===== config.mk =====
export PLATFORM = sky130hd
export DESIGN_NAME = ddr_mm2s_reader
export DESIGN_NICKNAME = d
export VERILOG_FILES = /design/src/rtl/ddr_mm2s_pkg.sv /design/src/rtl/mm2s_sync_fifo.sv /design/src/rtl/ddr_mm2s_reader.sv
export SDC_FILE = /design/constraint.sdc
export NUM_CORES = 1
export LEC_CHECK = 0
export ABC_AREA = 1
export ABC_CLOCK_PERIOD_IN_PS = 1770
export CORE_MARGIN = 2
export CORE_UTILIZATION = 51
export CTS_CLUSTER_SIZE = 10
export DETAILED_ROUTE_END_ITERATION = 6
export PLACE_DENSITY = 0.82
export SYNTH_ARGS = -nofsm -noshare
export SYNTH_HDL_FRONTEND = slang
export SYNTH_SLANG_ARGS = --single-unit

===== constraint.sdc =====
create_clock -name clk -period 1.77 [get_ports clk]
set_input_delay 0.177 -clock clk [delete_from_list [all_inputs] [get_ports clk]]
set_output_delay 0.177 -clock clk [all_outputs]
set_load 0.02 [all_outputs]

===== src/rtl/ddr_mm2s_pkg.sv =====
`default_nettype none
// ============================================================================
// Module  : ddr_mm2s_pkg
// Brief   : Shared types and constants for the DDR MM2S read engine.
// Revision: 1.0 - initial release
// ============================================================================
package ddr_mm2s_pkg;

  typedef enum logic [1:0] {
    IDLE  = 2'd0,
    READ  = 2'd1,
    DRAIN = 2'd2,
    DONE  = 2'd3
  } state_t;

  // RAM read latency in cycles (registered output port)
  localparam int RD_LAT = 1;

  // Count must represent 0..depth inclusive
  function automatic int cnt_width(input int depth);
    return $clog2(depth) + 1;
  endfunction

endpackage
`default_nettype wire


===== src/rtl/mm2s_sync_fifo.sv =====
`default_nettype none
// ============================================================================
// Module  : mm2s_sync_fifo
// Brief   : Single-clock show-ahead FIFO absorbing RAM read latency.
// Revision: 1.0 - initial release
// ============================================================================
module mm2s_sync_fifo
  import ddr_mm2s_pkg::*;
#(
  parameter int WIDTH = 8,
  parameter int DEPTH = 4
) (
  input  logic                            clk,
  input  logic                            rstn,
  input  logic                            i_push,
  input  logic [WIDTH-1:0]                i_wdata,
  input  logic                            i_pop,
  output logic [WIDTH-1:0]                o_rdata,
  output logic [cnt_width(DEPTH)-1:0]     o_count,
  output logic                            o_empty,
  output logic                            o_full
);

  localparam int CW = cnt_width(DEPTH);
  localparam int PW = $clog2(DEPTH);

  logic [WIDTH-1:0] r_mem [DEPTH];
  logic [PW-1:0]    r_wptr;
  logic [PW-1:0]    r_rptr;
  logic [CW-1:0]    r_count;
  logic             w_do_push;
  logic             w_do_pop;

  assign o_empty   = (r_count == '0);
  assign o_full    = (r_count == CW'(DEPTH));
  assign o_count   = r_count;
  assign o_rdata   = r_mem[r_rptr];
  assign w_do_pop  = i_pop & ~o_empty;
  assign w_do_push = i_push & (~o_full | w_do_pop);

  always_ff @(posedge clk or negedge rstn) begin
    if (!rstn) begin
      for (int i = 0; i < DEPTH; i++) r_mem[i] <= '0;
      r_wptr  <= '0;
      r_rptr  <= '0;
      r_count <= '0;
    end else begin
      if (w_do_push) begin
        r_mem[r_wptr] <= i_wdata;
        r_wptr        <= r_wptr + PW'(1);
      end
      if (w_do_pop) r_rptr <= r_rptr + PW'(1);
      if (w_do_push && !w_do_pop)      r_count <= r_count + CW'(1);
      else if (w_do_pop && !w_do_push) r_count <= r_count - CW'(1);
    end
  end

  a_no_overflow : assert property (@(posedge clk) disable iff (!rstn) !(i_push && o_full));

endmodule
`default_nettype wire


===== src/rtl/ddr_mm2s_reader.sv =====
`default_nettype none
// ============================================================================
// Module  : ddr_mm2s_reader
// Brief   : Reads a contiguous RAM block and emits it as an AXI4-Stream.
// Revision: 1.0 - initial release
// ============================================================================
module ddr_mm2s_reader
  import ddr_mm2s_pkg::*;
#(
  parameter int DATA_WIDTH = 8,
  parameter int ADDR_WIDTH = 9,
  parameter int FIFO_DEPTH = 4
) (
  input  logic                  clk,
  input  logic                  rstn,
  input  logic                  start,
  input  logic [ADDR_WIDTH-1:0] start_addr,
  input  logic [ADDR_WIDTH:0]   xfer_len,
  output logic                  busy,
  output logic                  done,
  output logic [ADDR_WIDTH-1:0] ram_raddr,
  output logic                  ram_re,
  input  logic [DATA_WIDTH-1:0] ram_rdata,
  output logic [DATA_WIDTH-1:0] m_axis_tdata,
  output logic                  m_axis_tvalid,
  input  logic                  m_axis_tready,
  output logic                  m_axis_tlast
);

  localparam int CW = cnt_width(FIFO_DEPTH);
  localparam logic [ADDR_WIDTH:0]   c_LEN_ONE  = 1;
  localparam logic [ADDR_WIDTH-1:0] c_ADDR_ONE = 1;

  state_t                r_state;
  state_t                w_next;
  logic [ADDR_WIDTH-1:0] r_addr;
  logic [ADDR_WIDTH:0]   r_len;
  logic [ADDR_WIDTH:0]   r_issue_cnt;
  logic [ADDR_WIDTH:0]   r_beat_cnt;
  logic [RD_LAT-1:0]     r_infl;
  logic [CW-1:0]         w_count;
  logic                  w_empty;
  logic                  w_full;
  logic                  w_credit;
  logic                  w_pop;
  logic                  w_drained;
  logic                  w_accept;

  // Outstanding reads already hold a FIFO slot, so overflow is impossible
  assign w_credit  = ~w_full && ((int'(w_count) + $countones(r_infl)) < FIFO_DEPTH);
  assign w_pop     = ~w_empty & m_axis_tready;
  assign w_drained = (r_infl == '0) && (w_empty || (w_count == CW'(1) && w_pop));
  assign w_accept  = (r_state == IDLE) && start;

  assign ram_raddr     = r_addr;
  assign m_axis_tvalid = ~w_empty;
  assign m_axis_tlast  = ~w_empty && (r_beat_cnt == r_len - c_LEN_ONE);

  always_comb begin
    w_next = r_state;
    ram_re = 1'b0;
    done   = 1'b0;
    busy   = (r_state != IDLE);
    unique case (r_state)
      IDLE:  if (start) w_next = (xfer_len == '0) ? DONE : READ;
      READ: begin
        ram_re = w_credit;
        if (w_credit && (r_issue_cnt == r_len - c_LEN_ONE)) w_next = DRAIN;
      end
      DRAIN: if (w_drained) w_next = DONE;
      DONE: begin
        done   = 1'b1;
        w_next = IDLE;
      end
      default: w_next = IDLE;
    endcase
  end

  always_ff @(posedge clk or negedge rstn) begin
    if (!rstn) begin
      r_state     <= IDLE;
      r_addr      <= '0;
      r_len       <= '0;
      r_issue_cnt <= '0;
      r_beat_cnt  <= '0;
      r_infl      <= '0;
    end else begin
      r_state <= w_next;
      r_infl  <= (r_infl << 1) | RD_LAT'(ram_re);
      if (w_accept) begin
        if (xfer_len != '0) r_addr <= start_addr;
        r_len       <= xfer_len;
        r_issue_cnt <= '0;
        r_beat_cnt  <= '0;
      end else begin
        if (ram_re) begin
          r_addr      <= r_addr + c_ADDR_ONE;
          r_issue_cnt <= r_issue_cnt + c_LEN_ONE;
        end
        if (w_pop) r_beat_cnt <= r_beat_cnt + c_LEN_ONE;
      end
    end
  end

  mm2s_sync_fifo #(
    .WIDTH (DATA_WIDTH),
    .DEPTH (FIFO_DEPTH)
  ) u_fifo (
    .clk     (clk),
    .rstn    (rstn),
    .i_push  (r_infl[RD_LAT-1]),
    .i_wdata (ram_rdata),
    .i_pop   (w_pop),
    .o_rdata (m_axis_tdata),
    .o_count (w_count),
    .o_empty (w_empty),
    .o_full  (w_full)
  );

endmodule
`default_nettype wire


==> results list, run 1 <==
* Status: complete, but fails checks
* Failing checks: negative setup slack
- Final hold viol count: 0
* Number of enable-type register cells in the synthesized netlist: 0
- Core Box Area: 0.008678 sq mm
* Total congestion overflow: 0
- Setup slack on the worst flop-to-flop path: -220 ps
* CTS tree: built
- Post-synthesis sequential area ratio: 0.4448
* Critical register-to-register path endpoint: r_state[0]
- Power spread over the standard cell area amounts to 1774 mW/mm^2.
- Critical path required time: 1590 ps
- Number of setup violations in the final report: 4
* Share of cells above drive strength 1: 0.2676
- Startpoint type of the worst setup path: flop
* Fin nets: 784
* Initial Utilization: 0.5251
- Layout overhead on the synthesized area: 39.54%
- Pin slew with the least headroom to its limit: 375.5 ps
- Share of the clock period used by the worst path: 1.265
- Via count normalized by instance count: 5.438
* Maximum number of pins on one net before global-route repair: 36
- Critical path's top delay family: simple AND/OR/NAND/NOR gates
* Commonest non-fill, non-tap cell in the layout: sky130_fd_sc_hd__nand2_1
- Mapped Cells: 592
- Post-layout power: 11.28 mW
- Post-Synthesis Mean Instance Area: 7.697 sq um
* Clock Pin Slew Worst Setup and Hold Paths: 90 ps
* Ant. Diodes: 0
- Setup slack on the critical path of the routed design comes to -468.8 ps.
- Buffer cell driving the clock tree root: sky130_fd_sc_hd__clkbuf_8
* Drt initial violations: 315
- The critical path contains buffers and inverters numbering 3 combined.
* X dimension of the die: 98.53 microns
* Area share of the largest cell type after synthesis: 0.4448
* Remaining design rule violation count: 0
* Synth warnings: 0
* Leading cell types in the layout, fill and taps excluded: sky130_fd_sc_hd__nand2_1 (124), sky130_fd_sc_hd__buf_4 (85), sky130_fd_sc_hd__dfrtp_1 (78)
- In the final routed layout, each cell accounts on average for 15.24 microns.
- In this run the deepest clock path goes through 2 buffers.
* Pre-CTS setup slack: -654.1 ps
- Summed over all instances, the cell type with the most area after synthesis is sky130_fd_sc_hd__dfrtp_1.
* Max Clk Rate: 0.4467 GHz
- The startpoint identified for the worst register-to-register timing path is r_len[1].
- Height of the die: 98.53 microns
* Layout fillers: 631
- Number of rows created at floorplan: 34
* Number of cells on the worst reg-to-reg path: 14
- After synthesis the netlist holds a flip-flop and latch count of 81.
- Number of sinks handled by clock tree synthesis: 81
- Count of cell types in the netlist: 33
- Sum of routed wire length over all layers: 12,920 microns
- Among all stages on the critical path, the largest delay is contributed by sky130_fd_sc_hd__dfrtp_1.
- The worst setup path is captured at an output port.
- Input and output buffers added on the ports amount to 52.
- Top flip-flop cell by instance count after synthesis: sky130_fd_sc_hd__dfrtp_1
- Reported leakage power: 3.095 nW
* Share of async-settable or async-resettable flops after synthesis: 1.000
* Worst path arrival time: 2060 ps
- Boundary pin count: 53
- Total global routing track utilization: 0.2659
- The worst-case IR drop observed on VDD is 1.003 mV.
* Post-layout minimum cycle time: 2239 ps
- Critical path fanouts, max: 3
- TritonCTS buffer count: 9
- Setup CP Type: flop to output port
- Count of max-cap constraint violations: 0
- Number of global-route vias before repair: 4,580
* Last weighted congestion value of the routability-driven placer: 0.9074
* Routed via count: 4,611
- Number of nets produced by synthesis: 641
- Worst stage delay on the critical path: 430 ps
- By area the synthesized netlist is led by sky130_fd_sc_hd__dfrtp_1 (44%), sky130_fd_sc_hd__nand2_1 (12%), sky130_fd_sc_hd__o21ai_0 (6.9%).
* Skew final: 13.27 ps
- The detail route stage leaves a number of antenna-violating nets equal to 0.
* Max transition margin: 0.7497
* Class of the tightest hold or removal check: input pin to asynchronous set/reset pin
- Total iterations of the first detailed-routing run: 5
- Worst-skew pair later-pin latency: 370 ps
* Number of max-slew violations in the final report: 0
- After synthesis the cells add up to 0.004557 sq mm.
* Die footprint: 0.009707 sq mm
- After legalization and detailed placement, the total HPWL measured 8413 microns.
* Setup repair after global routing missed its margin: true
- The H-tree was split into 3 levels.
- Traced cell by cell, the critical path runs through inv_2 > ha_4 > inv_1 > nand2_1 > nand2_2 > xor2_1 > nor2_1 > o211ai_1 > nor2_1 > nand2_1 > nor2_4 > buf_6.
- The initial antenna violation count was 0.
- First-pass GRT wire length: 20,920 microns
through the flow:
stage	TNS [ps]	hold slack, ps	util	cell area [sq um]	cells
after floorplan	0	-118.6	-	4564	592
after global placement	-917.6	116.9	0.6632	5756	809
after detailed placement	-1366	123.5	0.6632	5756	809
after CTS	-894.8	266.1	0.7091	6153	834
after global routing	-2052	281.7	0.7327	6359	848
final	-964.0	252.7	0.7327	6359	848
worst max-delay path by stage:
stage,from,to,slack (ps),cells past startpoint
2_1_floorplan,u_fifo.o_count[0],u_fifo.o_count[2],4,9
3_3_place_gp,r_len[1],m_axis_tlast,-560,11
3_5_place_dp,r_len[1],m_axis_tlast,-650,11
4_1_cts,r_len[1],m_axis_tlast,-430,11
5_1_grt,r_len[1],m_axis_tlast,-560,11
6_report,r_len[1],m_axis_tlast,-470,12
logic make-up after synthesis:
logic type | after synthesis | synth area share
adder cells (fa/ha/maj) | 18 | 0.04942
buffers and inverters | 89 | 0.07441
multiplexers | 1 | 0.002471
AND/OR/NAND/NOR | 268 | 0.2584
AO/OA/AOI/OAI | 123 | 0.1474
XOR/XNOR | 12 | 0.02306
flip-flops | 81 | 0.4448
final cells by class:
| cell class | count | area [sq um] | area share |
|---|---|---|---|
| Multi-Input combinational cell | 422 | 2415 | 0.3798 |
| Sequential cell | 81 | 2031 | 0.3194 |
| Timing Repair Buffer | 146 | 1262 | 0.1985 |
| Inverter | 75 | 284.0 | 0.04467 |
| Tap cell | 108 | 135.1 | 0.02125 |
| Clock buffer | 9 | 123.9 | 0.01948 |
| Clock inverter | 7 | 107.6 | 0.01692 |
cells in the mapped netlist, drive strengths merged, types with 4 or more instances:
library cell	count
a211oi	4
a21oi	15
a31oi	5
clkbuf	13
dfrtp	81
ha	18
inv	74
nand2	147
nand3	35
nand4	4
nor2	70
nor3	8
o211ai	5
o21ai	84
o22ai	10
xor2	11
layer usage:
layer / part of all wire / global-route usage / vias up / routed length, microns
li1: - / - / 2213 / -
met1: 0.43 / 0.3448 / 2190 / 5511
met2: 0.50 / 0.4453 / 175 / 6398
met3: 0.056 / 0.05461 / 33 / 720
met4: 0.023 / 0.09378 / 0 / 293
met5: 0 / 0 / - / 0
power by group:
part	internal, mW	switching [mW]	leakage (nW)	total [mW]
combinational	2.88	3.64	1.96	6.51
sequential	2.57	0.580	1.02	3.15
clock	0.824	0.797	0.114	1.62
total	6.27	5.01	3.10	11.3
flip-flops by register name, summed over array words and instances (netlist names):
name / cells
r_beat_cnt: 10
r_infl: 1
r_issue_cnt: 10
r_len: 10
r_state: 2
ram_raddr: 9
u_fifo.o_count: 3
u_fifo.r_mem: 32
u_fifo.r_rptr: 2
u_fifo.r_wptr: 2
what timing repair did:
item,CTS,global route
hold buffers,1,0
cloned,0,0
endpoints found under the setup margin,17,30
endpoints found under the hold margin,26,0
resized for setup,64,51
setup buffers,9,18
pin swaps,20,23
Power figures use the tool's default switching activity.
==> inputs of run 2 (changes only) <==
CTS_BUF_LIST = sky130_fd_sc_hd__clkbuf_8 sky130_fd_sc_hd__clkbuf_16   (was unset)
==> results of run 2 <==
The final DEF is identical to that of run 1; final timing and power are the same.
==> inputs of run 3 (changes only) <==
--- a/config.mk
+++ b/config.mk
@@ -9,2 +9,3 @@
 export ABC_CLOCK_PERIOD_IN_PS = 1770
+export CORE_ASPECT_RATIO = 1.5
 export CORE_MARGIN = 2
==> constraint.sdc (replaced) <==
create_clock -name clk -period 1.77 [get_ports clk]
set_input_delay 0.354 -clock clk [delete_from_list [all_inputs] [get_ports clk]]
set_output_delay 0.354 -clock clk [all_outputs]
set_load 0.02 [all_outputs]
==> run 3 against run 2 <==
Final area is 6.2% higher. Clock skew is 4.5 ps lower. Fmax is 7.5% lower. Worst hold slack better by 170 ps. Critical path depth is 2 lower. The flow still finishes with violations (negative setup slack). Sequential cell count stayed put. Cell count is 3.2% higher.
==> results list, run 3 (synthesized netlist as in run 1, its figures left out) <==
* Share of cells above drive strength 1: 0.3255 (+0.05792)
- Number of setup violations in the final report: 13 (+9)
* Largest register by flop count: u_fifo.r_mem
- Via count normalized by instance count: 5.459 (+0.40%)
- Number of max-slew violations in the final report: 0 (unchanged)
* Total global routing track utilization: 0.2850 (+0.01906)
- The count of clock tree sinks came to 81 (unchanged).
- Worst path arrival time: 2070 ps (about the same)
* Post-layout minimum cycle time: 2421 ps (+182.3 ps)
- TritonCTS built the clock tree.
* Sum of routed wire length over all layers: 13,820 microns (+6.9%)
- Failing checks: negative setup slack
- Max Clk Rate: 0.4130 GHz (-7.5%)
- In this run the clock root is driven by a sky130_fd_sc_hd__clkbuf_16.
- Worst-skew pair later-pin latency: 350 ps (-20 ps)
* Detail-routed net length per standard cell: 15.79 microns (+3.6%)
- Fraction of power consumed by the clock network: 0.145 (about the same)
* Flip-flop and latch area: 0.002031 sq mm (unchanged)
* Count of max-cap constraint violations: 0 (unchanged)
- The detailed-routed wire length on met2 is 7708 microns (+20%).
- Leading cell types in the layout, fill and taps excluded: sky130_fd_sc_hd__nand2_1 (124), sky130_fd_sc_hd__buf_4 (106), sky130_fd_sc_hd__dfrtp_1 (78)
- The length in cells of the worst reg-to-reg path was 16 (+2).
- The number of flip-flops under the largest register name came to 32 (unchanged).
* Sequential power share: 0.259 (-0.020)
* Die footprint: 0.009723 sq mm (+0.16%)
- Routed met3 length: 514 microns (-29%)
- Worst setup path start: r_len[2]
* Commonest non-fill, non-tap cell in the layout: sky130_fd_sc_hd__nand2_1
- The share of total power in combinational logic came to 0.596 (+0.019).
* Layout fillers: 578 (-8.4%)
- Routed via count: 4,777 (+3.6%)
* Antenna Nets Post-Route: 0 (unchanged)
- Core Box Area: 0.008776 sq mm (+1.1%)
- The leakage component of the power is 3.291 nW (+6.3%).
- The starting density of the core was 0.5192 (-0.005839).
- First-pass GRT wire length: 21,250 microns (+1.6%)
- TritonCTS buffer count: 9 (unchanged)
- The initial antenna violation count came to 0 (unchanged).
- Number of rows created at floorplan: 42 (+24%)
* Uppermost signal routing layer after detailed routing: met4
- Pin slew with the least headroom to its limit: 368.6 ps (-6.918 ps)
- Peak ir drop on the vdd network: 1.149 mV (+15%)
- Ant. Diodes: 0 (unchanged)
- The most critical setup path has its endpoint at m_axis_tlast.
- The minimum setup slack after placement is -750.8 ps (-96.70 ps).
* Met1 WL: 4960 microns (-10%)
* Deepest level of the CTS H-tree: 3 (unchanged)
- Remaining design rule violation count: 0 (unchanged)
* Area of the multi-input gates: 0.002522 sq mm (+4.5%)
* Startpoint of the worst register-to-register path: u_fifo.o_count[0]
* Last weighted congestion value of the routability-driven placer: 0.8879 (-2.1%)
* Critical Path End Type: output port
- The x dimension of the die is 81.18 microns (-18%).
- Fin nets: 809 (+3.2%)
- Setup CP Type: flop to output port
* Total iterations of the first detailed-routing run: 5 (unchanged)
* Switch share: 0.4363 (-0.007971)
- Layout overhead on the synthesized area: 48.16%
- The worst setup path is launched from a flop.
* Critical path fanouts, max: 3 (unchanged)
* Clock Pin Slew Worst Setup and Hold Paths: 60 ps (-30 ps)
* Max transition margin: 0.7543 (+0.004613)
- Worst Setup Slack, final: -651.2 ps (-182.3 ps)
- The height of the die is 119.8 microns (+22%).
* Drt initial violations: 342 (+8.6%)
- Setup slack on the worst flop-to-flop path: -210 ps (about the same)
- The share of the core filled with cells came to 0.7693 (+0.03662).
- The number of buffers inserted by port buffering is 52 (unchanged).
- The power density of the placed cells came to 1818 mW/mm^2 (+2.5%).
* Internal power: 6.920 mW (+10%)
- Status: complete, but fails checks
* Skew final: 8.785 ps (-4.489 ps)
- Boundary pin count: 53 (unchanged)
* Setup repair after global routing missed its margin: true
- The number of failing hold endpoints at the final stage is 0 (unchanged).
* Maximum number of pins on one net before global-route repair: 64 (+78%)
- Post-DP HPWL: 9333 microns (+11%)
- Class of the tightest hold or removal check: input pin to asynchronous set/reset pin
- The data required time of the critical path is 1420 ps (-170 ps).
- The maximum count of clock buffers along a single path came to 2 (unchanged).
* Critical register-to-register path endpoint: r_issue_cnt[8]
- The share of the clock period used by the worst path after layout came to 1.368 (+0.1030).
- The switching power total was 5.357 mW (+6.9%).
- Number of global-route vias before repair: 4,682 (+2.2%)
* Post-layout power: 12.28 mW (+8.8%)
- The total congestion overflow after global routing is 0 (unchanged).
## run 3: cell count changes in the layout (fill, tap and decap cells not counted), moves of 6 or more
cell                              change
sky130_fd_sc_hd__clkbuf_16            +9
sky130_fd_sc_hd__clkbuf_2             -7
sky130_fd_sc_hd__clkdlybuf4s50_1      -6
sky130_fd_sc_hd__buf_4               +21
sky130_fd_sc_hd__clkbuf_8             -9
sky130_fd_sc_hd__buf_6               +11
sky130_fd_sc_hd__nor2_1               -7
## run 3: final cells by class
class,count,area share
Tap cell,110,0.02039
Timing Repair Buffer,170,0.2205
Inverter,75,0.04207
Multi-Input combinational cell,422,0.3736
Sequential cell,81,0.3008
Clock inverter,7,0.008154
Clock buffer,9,0.03336
Timing Repair inverter,1,0.001112
## run 3: critical path: stages (launching register included)
cell,delay [ps]
sky130_fd_sc_hd__dfrtp_1,410
sky130_fd_sc_hd__nor2_2,150
sky130_fd_sc_hd__nand2_2,120
sky130_fd_sc_hd__buf_6,140
sky130_fd_sc_hd__nor2_4,90
sky130_fd_sc_hd__nand3_1,120
sky130_fd_sc_hd__nand2_2,130
sky130_fd_sc_hd__xor2_1,190
sky130_fd_sc_hd__nand2_1,130
sky130_fd_sc_hd__nor2_4,130
sky130_fd_sc_hd__buf_6,120
## run 3: timing repair
action	in CTS	in global routing
gates cloned	0	2
endpoints found under the setup margin	18	33
gates resized for setup	83	93
hold buffers	1	0
pin swaps	11	33
setup buffers	6	12
hold endpoints to repair	18	0
## run 3: through the flow
step	std cells	area, sq um	setup TNS (ps)	hold WS (ps)
after floorplan	592	4621	-74.54	58.41
after global placement	839	6000	-3522	246.0
after detailed placement	839	6000	-4626	252.5
after CTS	862	6354	-1092	429.8
after global routing	875	6751	-3142	452.4
final	875	6751	-1583	426.1
## run 3: routing by layer
layer / global-route usage / vias to the layer above
met4: 0.1536 / 0
met5: 0 / -
li1: - / 2264
met1: 0.2990 / 2321
met2: 0.5134 / 140
met3: 0.06090 / 52
## run 3: power by group through the flow
stage                     clock network (mW)  logic, mW  registers (mW)
after floorplan                            0       3.37            3.17
after global placement                     0       6.06            3.07
after detailed placement                   0       6.30            3.12
after CTS                               1.79       6.45            3.12
after global routing                    1.87       7.98            3.25
final                                   1.78       7.32            3.18
## run 3: how the worst min path moves through the flow
stage | startpoint | endpoint
floorplan | rstn | r_beat_cnt[0]
global placement | rstn | r_beat_cnt[7]
detailed placement | rstn | r_beat_cnt[9]
CTS | rstn | r_beat_cnt[9]
global route | rstn | r_beat_cnt[9]
finish | rstn | r_beat_cnt[9]
